`config.mk`:
```
export PLATFORM = sky130hd
export DESIGN_NAME = alu_arbiter
export DESIGN_NICKNAME = d
export VERILOG_FILES = /design/src/rtl/alu_pkg.sv /design/src/rtl/rr_arbiter.sv /design/src/rtl/alu_arbiter.sv
export SDC_FILE = /design/constraint.sdc
export NUM_CORES = 1
export LEC_CHECK = 0
export CAP_MARGIN = 20
export CELL_PAD_IN_SITES_DETAIL_PLACEMENT = 1
export CELL_PAD_IN_SITES_GLOBAL_PLACEMENT = 1
export CORE_MARGIN = 1
export CORE_UTILIZATION = 25
export CTS_CLUSTER_SIZE = 16
export DETAILED_ROUTE_END_ITERATION = 16
export GPL_TIMING_DRIVEN = 0
export PLACE_DENSITY_LB_ADDON = 0.1
export SLEW_MARGIN = 40
export SYNTH_ARGS = -nofsm -noshare
export SYNTH_HDL_FRONTEND = slang
export SYNTH_HIERARCHICAL = 1
export SYNTH_SLANG_ARGS = --single-unit
export TNS_END_PERCENT = 50
```
`constraint.sdc`:
```
create_clock -name clk -period 1.6 [get_ports clk]
set_input_delay 0.32 -clock clk [delete_from_list [all_inputs] [get_ports clk]]
set_output_delay 0.32 -clock clk [all_outputs]
set_load 0.02 [all_outputs]
```
`src/rtl/alu_pkg.sv`:
```
// Shared definitions for the ALU sharing logic: ALU control codes,
// arbiter FSM states and the legality check for control codes.
package alu_pkg;

    typedef enum logic [3:0] {
        ALU_OP_AND = 4'b0000,
        ALU_OP_OR  = 4'b0001,
        ALU_OP_ADD = 4'b0010,
        ALU_OP_SUB = 4'b0110,
        ALU_OP_SLT = 4'b0111,
        ALU_OP_NOR = 4'b1100
    } alu_op_t;

    typedef enum logic [1:0] {
        IDLE = 2'd0,
        EXEC = 2'd1,
        RESP = 2'd2
    } arb_state_t;

    // True when the control code is one the ALU implements.
    function automatic logic is_legal_op(input logic [3:0] ctrl);
        logic legal;
        case (ctrl)
            ALU_OP_AND, ALU_OP_OR, ALU_OP_ADD,
            ALU_OP_SUB, ALU_OP_SLT, ALU_OP_NOR: legal = 1'b1;
            default:                            legal = 1'b0;
        endcase
        return legal;
    endfunction

endpackage

```
`src/rtl/rr_arbiter.sv`:
```
// Combinational round-robin grant: picks the first requester at or after
// ptr, searching upward and wrapping. The pointer itself lives in the caller.
module rr_arbiter
    import alu_pkg::*;
#(
    parameter int N     = 2,
    parameter int IDX_W = (N > 1) ? $clog2(N) : 1
) (
    input  logic [N-1:0]     req,
    input  logic [IDX_W-1:0] ptr,
    output logic [N-1:0]     grant,
    output logic [IDX_W-1:0] grant_idx
);

    // Scan the N positions starting at ptr; the first valid one wins.
    always_comb begin
        logic             w_found;
        logic [IDX_W-1:0] w_idx;
        grant     = '0;
        grant_idx = '0;
        w_found   = 1'b0;
        w_idx     = '0;
        for (int i = 0; i < N; i++) begin
            w_idx = IDX_W'((int'(ptr) + i) % N);
            if (!w_found && req[w_idx]) begin
                w_found          = 1'b1;
                grant[w_idx]     = 1'b1;
                grant_idx        = w_idx;
            end else begin
                w_found = w_found;
            end
        end
    end

endmodule

```
`src/rtl/alu_arbiter.sv`:
```
// Shares one combinational ALU between NUM_REQ requesters. A request is
// accepted in IDLE, its operands drive the ALU for one EXEC cycle, and the
// captured result is held in RESP until the owning requester accepts it.
module alu_arbiter
    import alu_pkg::*;
#(
    parameter int NUM_REQ = 2,
    parameter int WIDTH   = 32
) (
    input  logic                            clk,
    input  logic                            rst_n,
    input  logic [NUM_REQ-1:0]              req_valid,
    output logic [NUM_REQ-1:0]              req_ready,
    input  logic [NUM_REQ-1:0][WIDTH-1:0]   req_a,
    input  logic [NUM_REQ-1:0][WIDTH-1:0]   req_b,
    input  logic [NUM_REQ-1:0][3:0]         req_ctrl,
    output logic [WIDTH-1:0]                alu_a,
    output logic [WIDTH-1:0]                alu_b,
    output logic [3:0]                      alu_ctrl,
    input  logic [WIDTH-1:0]                alu_result,
    input  logic                            alu_zero,
    output logic [NUM_REQ-1:0]              rsp_valid,
    input  logic [NUM_REQ-1:0]              rsp_ready,
    output logic [WIDTH-1:0]                rsp_result,
    output logic                            rsp_zero,
    output logic                            rsp_err
);

    localparam int IDX_W = (NUM_REQ > 1) ? $clog2(NUM_REQ) : 1;

    arb_state_t           r_state;
    arb_state_t           w_next_state;
    logic [IDX_W-1:0]     r_ptr;
    logic [IDX_W-1:0]     r_owner;
    logic                 r_err;
    logic [WIDTH-1:0]     r_alu_a;
    logic [WIDTH-1:0]     r_alu_b;
    logic [3:0]           r_alu_ctrl;
    logic [NUM_REQ-1:0]   r_rsp_valid;
    logic [WIDTH-1:0]     r_rsp_result;
    logic                 r_rsp_zero;
    logic                 r_rsp_err;

    logic [NUM_REQ-1:0]   w_grant;
    logic [IDX_W-1:0]     w_grant_idx;
    logic [IDX_W-1:0]     w_ptr_next;
    logic                 w_handshake;
    logic                 w_rsp_done;
    logic                 w_legal;

    rr_arbiter #(
        .N     (NUM_REQ),
        .IDX_W (IDX_W)
    ) u_rr_arbiter (
        .req       (req_valid),
        .ptr       (r_ptr),
        .grant     (w_grant),
        .grant_idx (w_grant_idx)
    );

    assign w_handshake = (r_state == IDLE) && (|w_grant);
    assign w_rsp_done  = (r_state == RESP) && rsp_ready[r_owner];
    assign w_legal     = is_legal_op(req_ctrl[w_grant_idx]);

    assign alu_a      = r_alu_a;
    assign alu_b      = r_alu_b;
    assign alu_ctrl   = r_alu_ctrl;
    assign rsp_valid  = r_rsp_valid;
    assign rsp_result = r_rsp_result;
    assign rsp_zero   = r_rsp_zero;
    assign rsp_err    = r_rsp_err;

    // Pointer advances to the slot just past the winner, wrapping at NUM_REQ.
    always_comb begin
        w_ptr_next = '0;
        if (w_grant_idx == IDX_W'(NUM_REQ - 1)) begin
            w_ptr_next = '0;
        end else begin
            w_ptr_next = w_grant_idx + IDX_W'(1);
        end
    end

    // Accept is offered only to the winner, only in IDLE, and never during reset.
    always_comb begin
        req_ready = '0;
        if ((r_state == IDLE) && rst_n) begin
            req_ready = w_grant;
        end else begin
            req_ready = '0;
        end
    end

    // FSM state register.
    always_ff @(posedge clk or negedge rst_n) begin
        if (!rst_n) begin
            r_state <= IDLE;
        end else begin
            r_state <= w_next_state;
        end
    end

    // FSM next-state: IDLE -> EXEC on accept, EXEC -> RESP, RESP -> IDLE on owner accept.
    always_comb begin
        w_next_state = r_state;
        case (r_state)
            IDLE:    w_next_state = w_handshake ? EXEC : IDLE;
            EXEC:    w_next_state = RESP;
            RESP:    w_next_state = w_rsp_done ? IDLE : RESP;
            default: w_next_state = IDLE;
        endcase
    end

    // Operand latch on accept, result capture after EXEC, response release on accept.
    always_ff @(posedge clk or negedge rst_n) begin
        if (!rst_n) begin
            r_ptr        <= '0;
            r_owner      <= '0;
            r_err        <= 1'b0;
            r_alu_a      <= '0;
            r_alu_b      <= '0;
            r_alu_ctrl   <= 4'b0000;
            r_rsp_valid  <= '0;
            r_rsp_result <= '0;
            r_rsp_zero   <= 1'b0;
            r_rsp_err    <= 1'b0;
        end else begin
            case (r_state)
                IDLE: begin
                    if (w_handshake) begin
                        r_alu_a    <= req_a[w_grant_idx];
                        r_alu_b    <= req_b[w_grant_idx];
                        // Illegal codes still run, but the ALU sees a harmless AND.
                        r_alu_ctrl <= w_legal ? req_ctrl[w_grant_idx] : ALU_OP_AND;
                        r_err      <= ~w_legal;
                        r_owner    <= w_grant_idx;
                        r_ptr      <= w_ptr_next;
                    end else begin
                        r_ptr <= r_ptr;
                    end
                end
                EXEC: begin
                    r_rsp_valid  <= NUM_REQ'(1) << r_owner;
                    r_rsp_result <= r_err ? '0 : alu_result;
                    r_rsp_zero   <= r_err ? 1'b1 : alu_zero;
                    r_rsp_err    <= r_err;
                end
                RESP: begin
                    if (w_rsp_done) begin
                        r_rsp_valid <= '0;
                    end else begin
                        r_rsp_valid <= r_rsp_valid;
                    end
                end
                default: begin
                    r_rsp_valid <= '0;
                end
            endcase
        end
    end

endmodule

```
After elaboration in Yosys (flattened, before gate mapping)
Cells that the tools add are included.
{"block": "totals", "reg_bits": 109, "in_bits": 175, "output_inout_bits": 106, "word_cells": 76}
{"block": "op_classes", "add_sub_neg": 2, "order_cmp": 6, "n_eq_ne": 8, "shifts": 1, "muxes": 32, "n_bitwise": 3, "n_reduce_logical": 13}
{"op": "two-way mux 32 bit", "n": 5}
{"op": "two-way mux 1 bit", "n": 15}
{"op": "two-way mux 4 bit", "n": 3}
{"op": "one-hot mux 2 bit (3 select lines)", "n": 2}
{"op": "two-way mux 2 bit", "n": 5}
{"op": "== test 4 x 3 -> 1 bit (second input constant)", "n": 2}
{"op": "less-than comparator 1 x 2 -> 1 bit (second input constant)", "n": 4}
{"op": "logical AND 1 bit", "n": 6}
{"op": "OR reduction 6 bit", "n": 1}
{"op": "== test 4 x 1 -> 1 bit (second input constant)", "n": 1}
{"op": "== test 4 x 2 -> 1 bit (second input constant)", "n": 1}
{"op": "== test 4 bit (second input constant)", "n": 1}
{"op": "zero test 4 bit", "n": 1}
{"op": "AND reduction 2 bit", "n": 2}
{"op": "adder 1 bit (second input constant)", "n": 2}
{"op": "demux 1 bit (select 1 bit)", "n": 2}
{"op": "== test 2 x 1 -> 1 bit (second input constant)", "n": 1}
{"op": "== test 2 bit (second input constant)", "n": 1}
{"op": "greater-or-equal comparator 1 bit (second input constant)", "n": 2}
{"op": "zero test 2 bit", "n": 1}
{"op": "!= test 2 bit (second input constant)", "n": 1}
{"op": "NOT 1 bit", "n": 2}
{"op": "bitwise OR 2 bit", "n": 1}
{"op": "OR reduction 2 bit", "n": 1}
{"op": "2 further kinds", "n": 2}

Logic depth before layout (Yosys ltp)
Gate-level depths: netlist of the first run.
{"block": "depth", "depth_word": 12, "depth_mapped": 8}

Cells and area by module
The synthesis of the first run kept the hierarchy.
{"module": "alu_arbiter", "n_inst": 1, "cells_per_inst": 476, "area_per_inst_um2": 4912.2, "seq_area_each_um2": 2727.6}
{"module": "rr_arbiter", "n_inst": 1, "cells_per_inst": 4, "area_per_inst_um2": 30.0, "seq_area_each_um2": 0.0}

Worst setup path before layout of the first run
OpenSTA, ideal clock, no wires.
{"block": "synth_path", "kind": "register to register", "start": "register r_ptr", "end": "register r_err", "t_arrival_ns": 1.407, "required_ns": 1.468, "setup_slack_ns": 0.061, "stages_incl_launch_ff": 8, "n_path_buf": 1, "synth_period_minus_slack_ns": 1.539, "path_cell_list": "dfrtp_1 inv_1 a21boi_1 buf_6 mux2_4 nand2b_1 a211oi_1 a211oi_1"}
{"block": "synth_between", "elab_chain_cells": 12, "word_cells_on_any_way": 37}
{"item": "start: declaration", "line": "alu_arbiter.sv:33", "text": "logic [IDX_W-1:0] r_ptr;"}
{"item": "start signal: assignment", "line": "alu_arbiter.sv:136", "text": "r_ptr <= w_ptr_next;"}
{"item": "start signal: assignment", "line": "alu_arbiter.sv:138", "text": "r_ptr <= r_ptr;"}
{"item": "two-way mux 1 bit (not written as such) (2 in series)", "line": "rr_arbiter.sv:25", "text": "if (!w_found && req[w_idx]) begin"}
{"item": "two-way mux 1 bit", "line": "rr_arbiter.sv:25"}
{"item": "zero test 1 bit", "line": "rr_arbiter.sv:25"}
{"item": "logical AND 1 bit", "line": "rr_arbiter.sv:25"}
{"item": "two-way mux 1 bit (*)", "line": "rr_arbiter.sv:25"}
{"item": "net w_grant_idx", "line": "alu_arbiter.sv:45", "text": "logic [IDX_W-1:0] w_grant_idx;"}
{"item": "two-way mux 4 bit (not written as such) (*) (2 in series)", "line": "alu_arbiter.sv:63", "text": "assign w_legal = is_legal_op(req_ctrl[w_grant_idx]);"}
{"item": "== test 4 x 1 -> 1 bit, or another cell as far along", "line": "alu_pkg.sv:23", "text": "case (ctrl)"}
{"item": "OR reduction 6 bit (*)", "line": "alu_pkg.sv:23"}
{"item": "two-way mux 1 bit (*)", "line": "alu_pkg.sv:23"}
{"item": "NOT 1 bit (*)", "line": "alu_arbiter.sv:134", "text": "r_err <= ~w_legal;"}
{"item": "end signal: assignment", "line": "alu_arbiter.sv:134"}
{"item": "end: declaration", "line": "alu_arbiter.sv:35", "text": "logic r_err;"}
Mark *: on every way through the listed nets, which the timed path passes. The rest lies on a longest branch. The select of a mux whose other input is x is not followed.
A chain may end at the register's enable or synchronous reset.

Worst setup path in the final report of the first run
{"block": "layout_path", "start": "register r_ptr", "end": "register r_alu_ctrl[1] (netlist: alu_ctrl[1])"}
{"block": "layout_between", "elab_chain_cells": 12, "word_cells_on_any_way": 37}
{"item": "two-way mux 1 bit (not written as such) (2 in series)", "line": "rr_arbiter.sv:25"}
{"item": "two-way mux 1 bit", "line": "rr_arbiter.sv:25"}
{"item": "zero test 1 bit", "line": "rr_arbiter.sv:25"}
{"item": "logical AND 1 bit", "line": "rr_arbiter.sv:25"}
{"item": "two-way mux 1 bit (*)", "line": "rr_arbiter.sv:25"}
{"item": "net w_grant_idx", "line": "alu_arbiter.sv:45"}
{"item": "two-way mux 4 bit (not written as such) (*) (2 in series)", "line": "alu_arbiter.sv:63, alu_arbiter.sv:133"}
{"item": "== test 4 x 1 -> 1 bit, or another cell as far along", "line": "alu_pkg.sv:23"}
{"item": "OR reduction 6 bit", "line": "alu_pkg.sv:23"}
{"item": "two-way mux 1 bit", "line": "alu_pkg.sv:23"}
{"item": "two-way mux 4 bit (*)", "line": "alu_arbiter.sv:133", "text": "r_alu_ctrl <= w_legal ? req_ctrl[w_grant_idx] : ALU_OP_AND;"}
{"item": "end signal: assignment", "line": "alu_arbiter.sv:133"}
{"item": "end: declaration", "line": "alu_arbiter.sv:38", "text": "logic [3:0] r_alu_ctrl;"}
Marked as above.

==> results of run 1 <==
-- through the flow --
stage | area [µm²] | TNS (ns) | hold slack, ns
floorplan | 4942 | 0 | 0.02441
global placement | 8077 | -513.23 | 0.4610
detailed placement | 8109 | -37.52 | 0.2419
CTS | 8396 | -0.3245 | -0.1436
global route | 8511 | -2.913 | -0.1357
finish | 8513 | -0.2483 | -0.1513
-- power by group --
group | total (mW) | switching [mW] | leakage, nW | internal (mW)
clock network | 2.27 | 1.06 | 0.136 | 1.22
logic | 7.35 | 4.36 | 2.41 | 2.99
registers | 4.69 | 0.666 | 1.38 | 4.02
-- per-layer routing --
layer | track usage [%] | up-vias | part of all wire [%]
met4 | 4.980 | 0 | 1.2
met2 | 32.84 | 160 | 53
met1 | 18.21 | 2247 | 38
met5 | 0 | - | 0
met3 | 6.191 | 13 | 8.0
li1 | - | 2223 | -
-- sequential cells by signal (all words and copies together) (netlist names) --
signal and flops:
alu_a 32, r_owner 1, alu_ctrl 4, r_err 1, rsp_err 1, rsp_zero 1, rsp_result 32, r_ptr 1
alu_b 32, rsp_valid 2, r_state 2
-- kinds of logic (layout without fill, tap and decap cells) --
| group | count (synthesis) | count (layout) | synth area share [%] |
|---|---|---|---|
| AND/OR/NAND/NOR | 149 | 149 | 13.37 |
| flip-flops | 109 | 109 | 55.19 |
| AO/OA/AOI/OAI | 114 | 114 | 12.46 |
| XOR/XNOR | 1 | 1 | 0.1772 |
| other | 0 | 2 | 0 |
| multiplexers | 71 | 71 | 14.86 |
| buffers and inverters | 36 | 340 | 3.949 |
-- placed cells by master (no fill, tap or decap), drive strengths merged, types with 2 or more instances in the layout --
| cell | Yosys | final |
|---|---|---|
| clkdlybuf4s50 | 0 | 171 |
| dfrtp | 109 | 109 |
| dlygate4sd2 | 0 | 106 |
| nand2 | 104 | 104 |
| o21ai | 103 | 103 |
| mux2i | 68 | 68 |
| nand2b | 34 | 34 |
| buf | 19 | 28 |
| clkbuf | 14 | 27 |
| nor2 | 6 | 6 |
| a211oi | 4 | 4 |
| clkinvlp | 0 | 3 |
| a21boi | 3 | 3 |
| mux2 | 3 | 3 |
| inv | 2 | 3 |
| diode | 0 | 2 |
| and3 | 2 | 2 |
| a22o | 2 | 2 |
-- worst max path at each step --
stage,startpoint,depth (start not counted),end,slack (ns)
floorplan,r_ptr$_DFFE_PN0P_,7,r_err$_DFFE_PN0P_,0.06
global placement,rst_n,3,req_ready[0],-4.59
detailed placement,req_valid[1],7,alu_b[13]$_DFFE_PN0P_,-0.66
CTS,r_ptr$_DFFE_PN0P_,7,alu_ctrl[1]$_DFFE_PN0P_,-0.10
global route,r_ptr$_DFFE_PN0P_,7,r_err$_DFFE_PN0P_,-0.19
finish,r_ptr$_DFFE_PN0P_,7,alu_ctrl[1]$_DFFE_PN0P_,-0.1
-- timing repair --
action | in CTS | in global routing
hold endpoints to repair | 42 | 42
pin swaps | 2 | 0
buffers inserted | 6 | 0
setup endpoints to repair | 171 | 75
resized for setup | 141 | 58
cloned | 0 | 2
-- worst max-delay path, stage by stage (launching register included) --
cell      delay (ns)
dfrtp_1         0.41
inv_2           0.07
a21boi_2        0.13
buf_6           0.18
mux2_4          0.34
or2_4           0.25
a211oi_2        0.16
a21o_1          0.11
-- area by class of cell --
class / instances / area (µm²) / share of cell area, %
tap: 265 / 331.6 / 3.895
antenna: 2 / 5.005 / 0.05879
multi-input combinational: 335 / 2072 / 24.34
clock buffer: 10 / 229.0 / 2.690
sequential: 109 / 2729 / 32.05
inverter: 3 / 15.01 / 0.1764
clock inverter: 5 / 61.31 / 0.7202
timing repair buffer: 289 / 2808 / 32.98
buffer: 33 / 262.8 / 3.086
==> impl_metrics.json, run 1 <==
{
  "dp.cells": 1026,
  "ctsRootBufferMaster": "clkbuf_16",
  "setup_ws_ns": -0.09861,
  "yosysWarnings": 6,
  "numCtsBuffers": 9,
  "synth_cells": 480,
  "synth_ff_type": "dfrtp_1",
  "p_total_mw": 14.31,
  "yosysTopAreaCell": "dfrtp_1",
  "violations": "hold timing, setup timing",
  "slew_headroom_pct": 70.62,
  "rows": 51,
  "grt_start_max_net_pins": 68,
  "totalWireLength_um": 17550,
  "power_density_mw_per_mm2": 1681,
  "initial_core_util_pct": 25.48,
  "drive_gt1_share_pct": 9.311,
  "die_w_um": 142.6,
  "cts.path.max_buffers": 2,
  "crit_required_ns": 1.90,
  "path_clk_slew_ns": 0.07,
  "yosys-top-cells-area": "dfrtp_1 (55%), mux2i_1 (13%), o21ai_0 (10%)",
  "die_area_mm2": 0.02033,
  "cts_tree": "done",
  "r2r_setup_slack_ns": -0.1,
  "drv_cap": 0,
  "async_flop_share_pct": 100.0,
  "io_pins": 281,
  "core-area_mm2": 0.01940,
  "clk_latency_ns": 0.35,
  "nFillCells": 2244,
  "startpoint_type": "flip-flop",
  "max_freq_ghz": 0.5887,
  "ant_nets": 0,
  "pre_cts_ws_ns": -0.6596,
  "hold_viol": 42,
  "remaining_drc_errors": 0,
  "track_usage_pct": 17.51,
  "syn_avg_cell_area_um2": 10.30,
  "holdWs_ns": -0.1513,
  "setup_viol": 5,
  "place_congestion": 0.7476,
  "overflow": 0,
  "nets": 955,
  "ir_worst_vdd_v": 0.0005775,
  "slew_viol_final": 0,
  "synth_common_cells": "dfrtp_1 (109), nand2_1 (104), o21ai_0 (102), mux2i_1 (66), nand2b_1 (34)",
  "rsz0062_at_grt": "yes",
  "die_height_um": 142.6,
  "drt_first_pass_iters": 4,
  "synth-seq-cells": 109,
  "hpwl_um": 13700,
  "outcome": "complete, but fails checks",
  "endpoint_kind": "flip-flop",
  "r2r_cells": 7,
  "min_period_ns": 1.699,
  "cts-htree-levels": 3,
  "synth_edf_count": 0,
  "crit_arrival_ns": 2.00,
  "synth_cell_type_count": 30,
  "r2r_end": "alu_ctrl[1]$_DFFE_PN0P_",
  "min_path_type": "input port to async pin",
  "syn-cell-area_mm2": 0.004942,
  "drtIter0Drc": 72,
  "area_growth_pct": 72.25,
  "port_buffers": 280,
  "grt_pass1_wl_um": 27030,
  "vias": 4643,
  "fin_crit_sh_pct": 106.2,
  "p_leak_nw": 3.920,
  "critPathMaxFanout": 7,
  "antenna_found_initial": 1,
  "post_drt_wl_per_cell_um": 16.69,
  "synth_top_area_share_pct": 55.19,
  "yosys.cell_count.top_type": "dfrtp_1",
  "seq_area_frac_synth_pct": 55.19,
  "synthesis.nets": 655,
  "skew_ns": 0.005222,
  "crit_type": "flip-flop to flip-flop",
  "via_per_inst": 4.418,
  "layout.cells.non_filler": 1051,
  "worst_slew_pin_slew_ns": 0.4407,
  "finish.utilization_pct": 43.89,
  "r2r-start": "r_ptr$_DFFE_PN0P_",
  "grt_pass1_vias": 5146,
  "clock-sinks": 109
}
Note: power is estimated with default switching activity, not from simulation.
==> run 2: changes to the inputs <==
--- a/config.mk
+++ b/config.mk
@@ -8,7 +8,7 @@
 export CAP_MARGIN = 20
 export CELL_PAD_IN_SITES_DETAIL_PLACEMENT = 1
 export CELL_PAD_IN_SITES_GLOBAL_PLACEMENT = 1
-export CORE_MARGIN = 1
+export CORE_MARGIN = 2
 export CORE_UTILIZATION = 25
 export CTS_CLUSTER_SIZE = 16
 export DETAILED_ROUTE_END_ITERATION = 16
==> run 2 against run 1 <==
Effect of this change:
- the run still ends with hold timing, setup timing left
- largest cell class unchanged
- critical path type is now flip-flop to output port
- highest routed layer is now met5
- critical endpoint is now req_ready[0]
- cell count rose by 1.3%
- die area rose by 2.8%
- utilization rose by 1.8 points
- final area rose by 4.6%
- fmax rose by 1.1%
==> impl_metrics.json, run 2 (same netlist as run 1, synthesis figures left out) <==
{
  "track_usage_pct": 17.29,
  "post_drt_wl_per_cell_um": 17.14,
  "die_w_um": 144.6,
  "crit_type": "flip-flop to output port",
  "clock-sinks": 109,
  "numCtsBuffers": 9,
  "vias": 4722,
  "crit_required_ns": 1.28,
  "drtIter0Drc": 100,
  "setup_viol": 6,
  "clk_latency_ns": 0.35,
  "worst_slew_pin_slew_ns": 0.4874,
  "antenna_found_initial": 2,
  "crit_arrival_ns": 1.36,
  "initial_core_util_pct": 25.39,
  "power.internal_mw": 8.691,
  "io_pins": 281,
  "min_path_type": "input port to async pin",
  "rsz0062_at_grt": "yes",
  "drive_gt1_share_pct": 12.64,
  "crit_family": "flip-flops",
  "critPathMaxFanout": 3,
  "drt_first_pass_iters": 4,
  "cts-htree-levels": 3,
  "ctsRootBufferMaster": "clkbuf_16",
  "max_stage_delay_ns": 0.41,
  "layout_commonest_cell": "clkdlybuf4s50_1",
  "endpoint_kind": "output port",
  "drv_cap": 0,
  "cts.path.max_buffers": 2,
  "path_clk_slew_ns": 0.07,
  "nFillCells": 2166,
  "hpwl_um": 13740,
  "ir_worst_vdd_v": 0.0005522,
  "skew_ns": 0.009972,
  "core-area_mm2": 0.01946,
  "pre_cts_ws_ns": -0.6559,
  "fin_crit_sh_pct": 105.0,
  "switchingPower_mw": 6.205,
  "cts_tree": "done",
  "violations": "hold timing, setup timing",
  "place_congestion": 0.7342,
  "layout.cells.non_filler": 1065,
  "cp_num_buf_inv": 2,
  "dp.cells": 1026,
  "swShare_pct": 41.66,
  "setup_ws_ns": -0.07938,
  "clockPowerShare_pct": 16.4,
  "port_buffers": 280,
  "p_seq_share_pct": 31.7,
  "regArea_mm2": 0.002729,
  "die_height_um": 144.6,
  "via_per_inst": 4.434,
  "rows": 51,
  "remaining_drc_errors": 0,
  "overflow": 0,
  "power_density_mw_per_mm2": 1674,
  "hold_viol": 42,
  "grt_pass1_vias": 5074,
  "die_area_mm2": 0.02091,
  "path_cells": "buf_4 -> a21boi_4 -> and3_4 -> buf_6",
  "startpoint_type": "flip-flop",
  "grt_pass1_wl_um": 27630,
  "holdWs_ns": -0.1801,
  "max_freq_ghz": 0.5955,
  "p_leak_nw": 4.087,
  "slew_viol_final": 0,
  "min_period_ns": 1.679,
  "finish.utilization_pct": 45.73,
  "nets": 969,
  "grt_start_max_net_pins": 45,
  "outcome": "complete, but fails checks",
  "area_growth_pct": 80.10,
  "totalWireLength_um": 18260,
  "combPwrFrac_pct": 52.0,
  "slew_headroom_pct": 67.50,
  "final_cell_mix": "clkdlybuf4s50_1 (171), dfrtp_1 (108), dlygate4sd2_1 (105)",
  "ant_nets": 0,
  "multi_input_area_mm2": 0.002167,
  "cp_slowest_cell": "dfrtp_1"
}
[run 2: changes by cell type in the layout (fill, tap and decap cells not counted), sizes merged]
| cell | before | now |
|---|---|---|
| buf | 28 | 45 |
| dlygate4sd2 | 106 | 105 |
| clkbuf | 27 | 23 |
| clkinv | 1 | 3 |
| clkinvlp | 3 | 1 |
| bufbuf | 0 | 1 |
| diode | 2 | 1 |
| dlymetal6s2s | 0 | 1 |
| bufinv | 1 | 2 |
[run 2: power by group through the flow]
stage               Clock (mW)  Sequential [mW]  Combinational, mW
floorplan                    0             6.18               2.46
global placement             0             4.75               7.75
detailed placement           0             4.83               7.90
CTS                       2.52             4.75               7.67
global route              2.62             4.92               8.52
finish                    2.44             4.72               7.74
[run 2: final cells by class]
type	count	share of cell area [%]
Antenna cell	1	0.02811
Buffer	33	3.346
Tap cell	265	3.725
Clock inverter	6	0.9699
Timing Repair Buffer	303	34.23
Clock buffer	10	2.572
Multi-Input combinational cell	335	24.35
Sequential cell	109	30.66
Inverter	3	0.1265
[run 2: final timing paths]
| kind | slack [ns] | to | cells after the start | from |
|---|---|---|---|---|
| max | -0.08 | req_ready[0] | 4 | r_ptr$_DFFE_PN0P_ |
| min | -0.18 | rsp_result[5]$_DFFE_PN0N_ | 1 | rst_n |
| max reg2reg | -0.07 | alu_ctrl[1]$_DFFE_PN0P_ | 7 | r_ptr$_DFFE_PN0P_ |
| min reg2reg | 0.48 | rsp_result[27]$_DFFE_PN0N_ | 2 | rsp_result[27]$_DFFE_PN0N_ |
| max in group asynchronous | 1.14 | r_state[0]$_DFF_PN0_ | 2 | rst_n |
| min in group clk | 0.48 | rsp_result[27]$_DFFE_PN0N_ | 2 | rsp_result[27]$_DFFE_PN0N_ |
[run 2: through the flow]
stage / total power, mW / cell area (µm²) / setup TNS, ns
after floorplan: 8.633 / 4942 / 0
after global placement: 12.50 / 8077 / -511.68
after detailed placement: 12.73 / 8109 / -36.90
after CTS: 14.94 / 8726 / -2.569
after global routing: 16.06 / 8901 / -4.479
final: 14.90 / 8901 / -0.2572
[run 2: routing by layer]
| layer | routed length (µm) | vias to the layer above | track usage [%] |
|---|---|---|---|
| li1 | - | 2263 | - |
| met1 | 7341 | 2269 | 20.76 |
| met2 | 9141 | 173 | 29.86 |
| met3 | 1523 | 15 | 5.596 |
| met4 | 233 | 2 | 4.548 |
| met5 | 16 | - | 0 |
[run 2: repair_timing]
item / in CTS / in global routing
pin swaps: 1 / 9
buffers inserted: 13 / 4
gates cloned: 6 / 1
endpoints found under the setup margin: 169 / 77
endpoints found under the hold margin: 42 / 42
resized for setup: 199 / 59
==> run 3: changes to the inputs <==
--- a/config.mk
+++ b/config.mk
@@ -13,7 +13,7 @@
 export CTS_CLUSTER_SIZE = 16
 export DETAILED_ROUTE_END_ITERATION = 16
 export GPL_TIMING_DRIVEN = 0
-export PLACE_DENSITY_LB_ADDON = 0.1
+export PLACE_DENSITY = 0.76
 export SLEW_MARGIN = 40
 export SYNTH_ARGS = -nofsm -noshare
 export SYNTH_HDL_FRONTEND = slang
==> run 3 against run 2 <==
Effect of this change:
- the run still ends with hold timing, setup timing left
- cell count shrank 0.56%
- clock skew is essentially flat
- highest routed layer is now met4
- sequential cell count is the same
- fmax shrank 1.2%
- critical path type unchanged
- first-iteration DRC count shrank 18%
- largest power group unchanged
- critical endpoint unchanged
- sequential power is essentially flat
==> impl_metrics.json, run 3 (same netlist as run 1, synthesis figures left out) <==
{
  "remaining_drc_errors": 0,
  "track_usage_pct": 17.44,
  "vias": 4672,
  "die_area_mm2": 0.02091,
  "totalWireLength_um": 18500,
  "ant_nets": 0,
  "combPwrFrac_pct": 51.6,
  "via_per_inst": 4.412,
  "critPathMaxFanout": 3,
  "place_congestion": 0.7502,
  "r2r_cells": 8,
  "p_total_mw": 14.76,
  "die_w_um": 144.6,
  "cp-endpoint": "req_ready[0]",
  "r2r_setup_slack_ns": -0.07,
  "startpoint_type": "flip-flop",
  "core-area_mm2": 0.01946,
  "antenna_found_initial": 0,
  "p_seq_share_pct": 32.0,
  "outcome": "complete, but fails checks",
  "cts_tree": "done",
  "dp.cells": 1026,
  "nets": 964,
  "layout.cells.non_filler": 1059,
  "crit_type": "flip-flop to output port",
  "post_drt_wl_per_cell_um": 17.47,
  "setup_ws_ns": -0.1002,
  "io_pins": 281,
  "die_height_um": 144.6,
  "endpoint_kind": "output port",
  "n_antenna_cell": 0,
  "min_path_type": "input port to async pin",
  "min_period_ns": 1.700,
  "power_density_mw_per_mm2": 1701,
  "cts-htree-levels": 3,
  "power.internal_mw": 8.535,
  "r2r-start": "r_ptr$_DFFE_PN0P_",
  "slew_viol_final": 0,
  "r2r_end": "r_err$_DFFE_PN0P_",
  "hold_viol": 49,
  "swShare_pct": 42.19,
  "drt_first_pass_iters": 4,
  "rsz0062_at_grt": "yes",
  "area_growth_pct": 75.65,
  "worst_slew_pin_slew_ns": 0.4565,
  "fin_crit_sh_pct": 106.3,
  "max_freq_ghz": 0.5882,
  "path_clk_slew_ns": 0.07,
  "port_buffers": 280,
  "hpwl_um": 14020,
  "holdWs_ns": -0.1320,
  "crit_arrival_ns": 1.38,
  "drive_gt1_share_pct": 10.96,
  "cts.path.max_buffers": 2,
  "numCtsBuffers": 9,
  "ctsRootBufferMaster": "clkbuf_16",
  "skew_ns": 0.009937,
  "clockPowerShare_pct": 16.4,
  "grt_pass1_vias": 4940,
  "drtIter0Drc": 82,
  "violations": "hold timing, setup timing",
  "startpoint": "r_ptr$_DFFE_PN0P_",
  "clk_latency_ns": 0.36,
  "setup_viol": 15,
  "overflow": 0,
  "grt_start_max_net_pins": 61,
  "grt_pass1_wl_um": 27480,
  "crit_required_ns": 1.28,
  "clock-sinks": 109,
  "ir_worst_vdd_v": 0.0005642,
  "switchingPower_mw": 6.228,
  "drv_cap": 0,
  "slew_headroom_pct": 69.57,
  "initial_core_util_pct": 25.39,
  "finish.utilization_pct": 44.60,
  "layout_commonest_cell": "clkdlybuf4s50_1",
  "final_cell_mix": "clkdlybuf4s50_1 (171), dfrtp_1 (107), dlygate4sd2_1 (106)",
  "rows": 51,
  "p_leak_nw": 4.005
}
## run 3: through the flow
step | setup slack [ns] | area [µm²] | TNS, ns
2_1_floorplan | 0.06121 | 4942 | 0
3_3_place_gp | -4.558 | 8077 | -516.63
3_5_place_dp | -0.8121 | 8109 | -38.58
4_1_cts | -0.08639 | 8542 | -0.4951
5_1_grt | -0.2073 | 8681 | -6.598
6_report | -0.1002 | 8681 | -0.4782
## run 3: what timing repair did
action / in CTS / in global routing
pin swaps: 5 / 6
endpoints found under the hold margin: 49 / 49
setup buffers: 9 / 4
cloned: 1 / 3
endpoints found under the setup margin: 174 / 70
gates resized for setup: 158 / 19
## run 3: cell type report
class	instances	area [µm²]
Tap cell	265	331.6
Sequential cell	109	2730
Inverter	3	15.01
Clock inverter	6	86.33
Buffer	33	294.0
Timing Repair Buffer	298	2898
Clock buffer	10	229.0
Fill cell	2243	10780
Multi-Input combinational cell	335	2097
## run 3: power groups by stage
stage	logic (mW)	registers (mW)	clock network (mW)
after global routing	8.39	4.90	2.60
after detailed placement	7.99	4.84	0
after floorplan	2.46	6.18	0
after CTS	7.50	4.75	2.51
final	7.62	4.73	2.42
after global placement	7.87	4.75	0
## run 3: per-layer routing
layer	wire length, µm	GRT usage [%]	vias up
li1	-	-	2244
met1	7374	19.79	2216
met2	9070	30.46	200
met3	1853	6.689	12
met4	202	5.110	0
met5	0	0	-
## run 3: worst min path at each step
stage | from | endpoint | slack, ns | cells after the start
2_1_floorplan | rst_n | alu_a[0]$_DFFE_PN0P_ | 0.02 | 0
5_1_grt | rst_n | rsp_result[27]$_DFFE_PN0N_ | -0.11 | 1
3_3_place_gp | alu_a[13]$_DFFE_PN0P_ | alu_a[13]$_DFFE_PN0P_ | 0.46 | 2
3_5_place_dp | rst_n | rsp_result[27]$_DFFE_PN0N_ | 0.26 | 1
4_1_cts | rst_n | rsp_result[27]$_DFFE_PN0N_ | -0.13 | 1
6_report | rst_n | rsp_result[26]$_DFFE_PN0N_ | -0.13 | 1
## run 3: worst max-delay path: stages (launching register included)
cell,delay (ns)
dfrtp_1,0.41
buf_4,0.15
a21boi_2,0.17
and3_1,0.19
buf_6,0.12
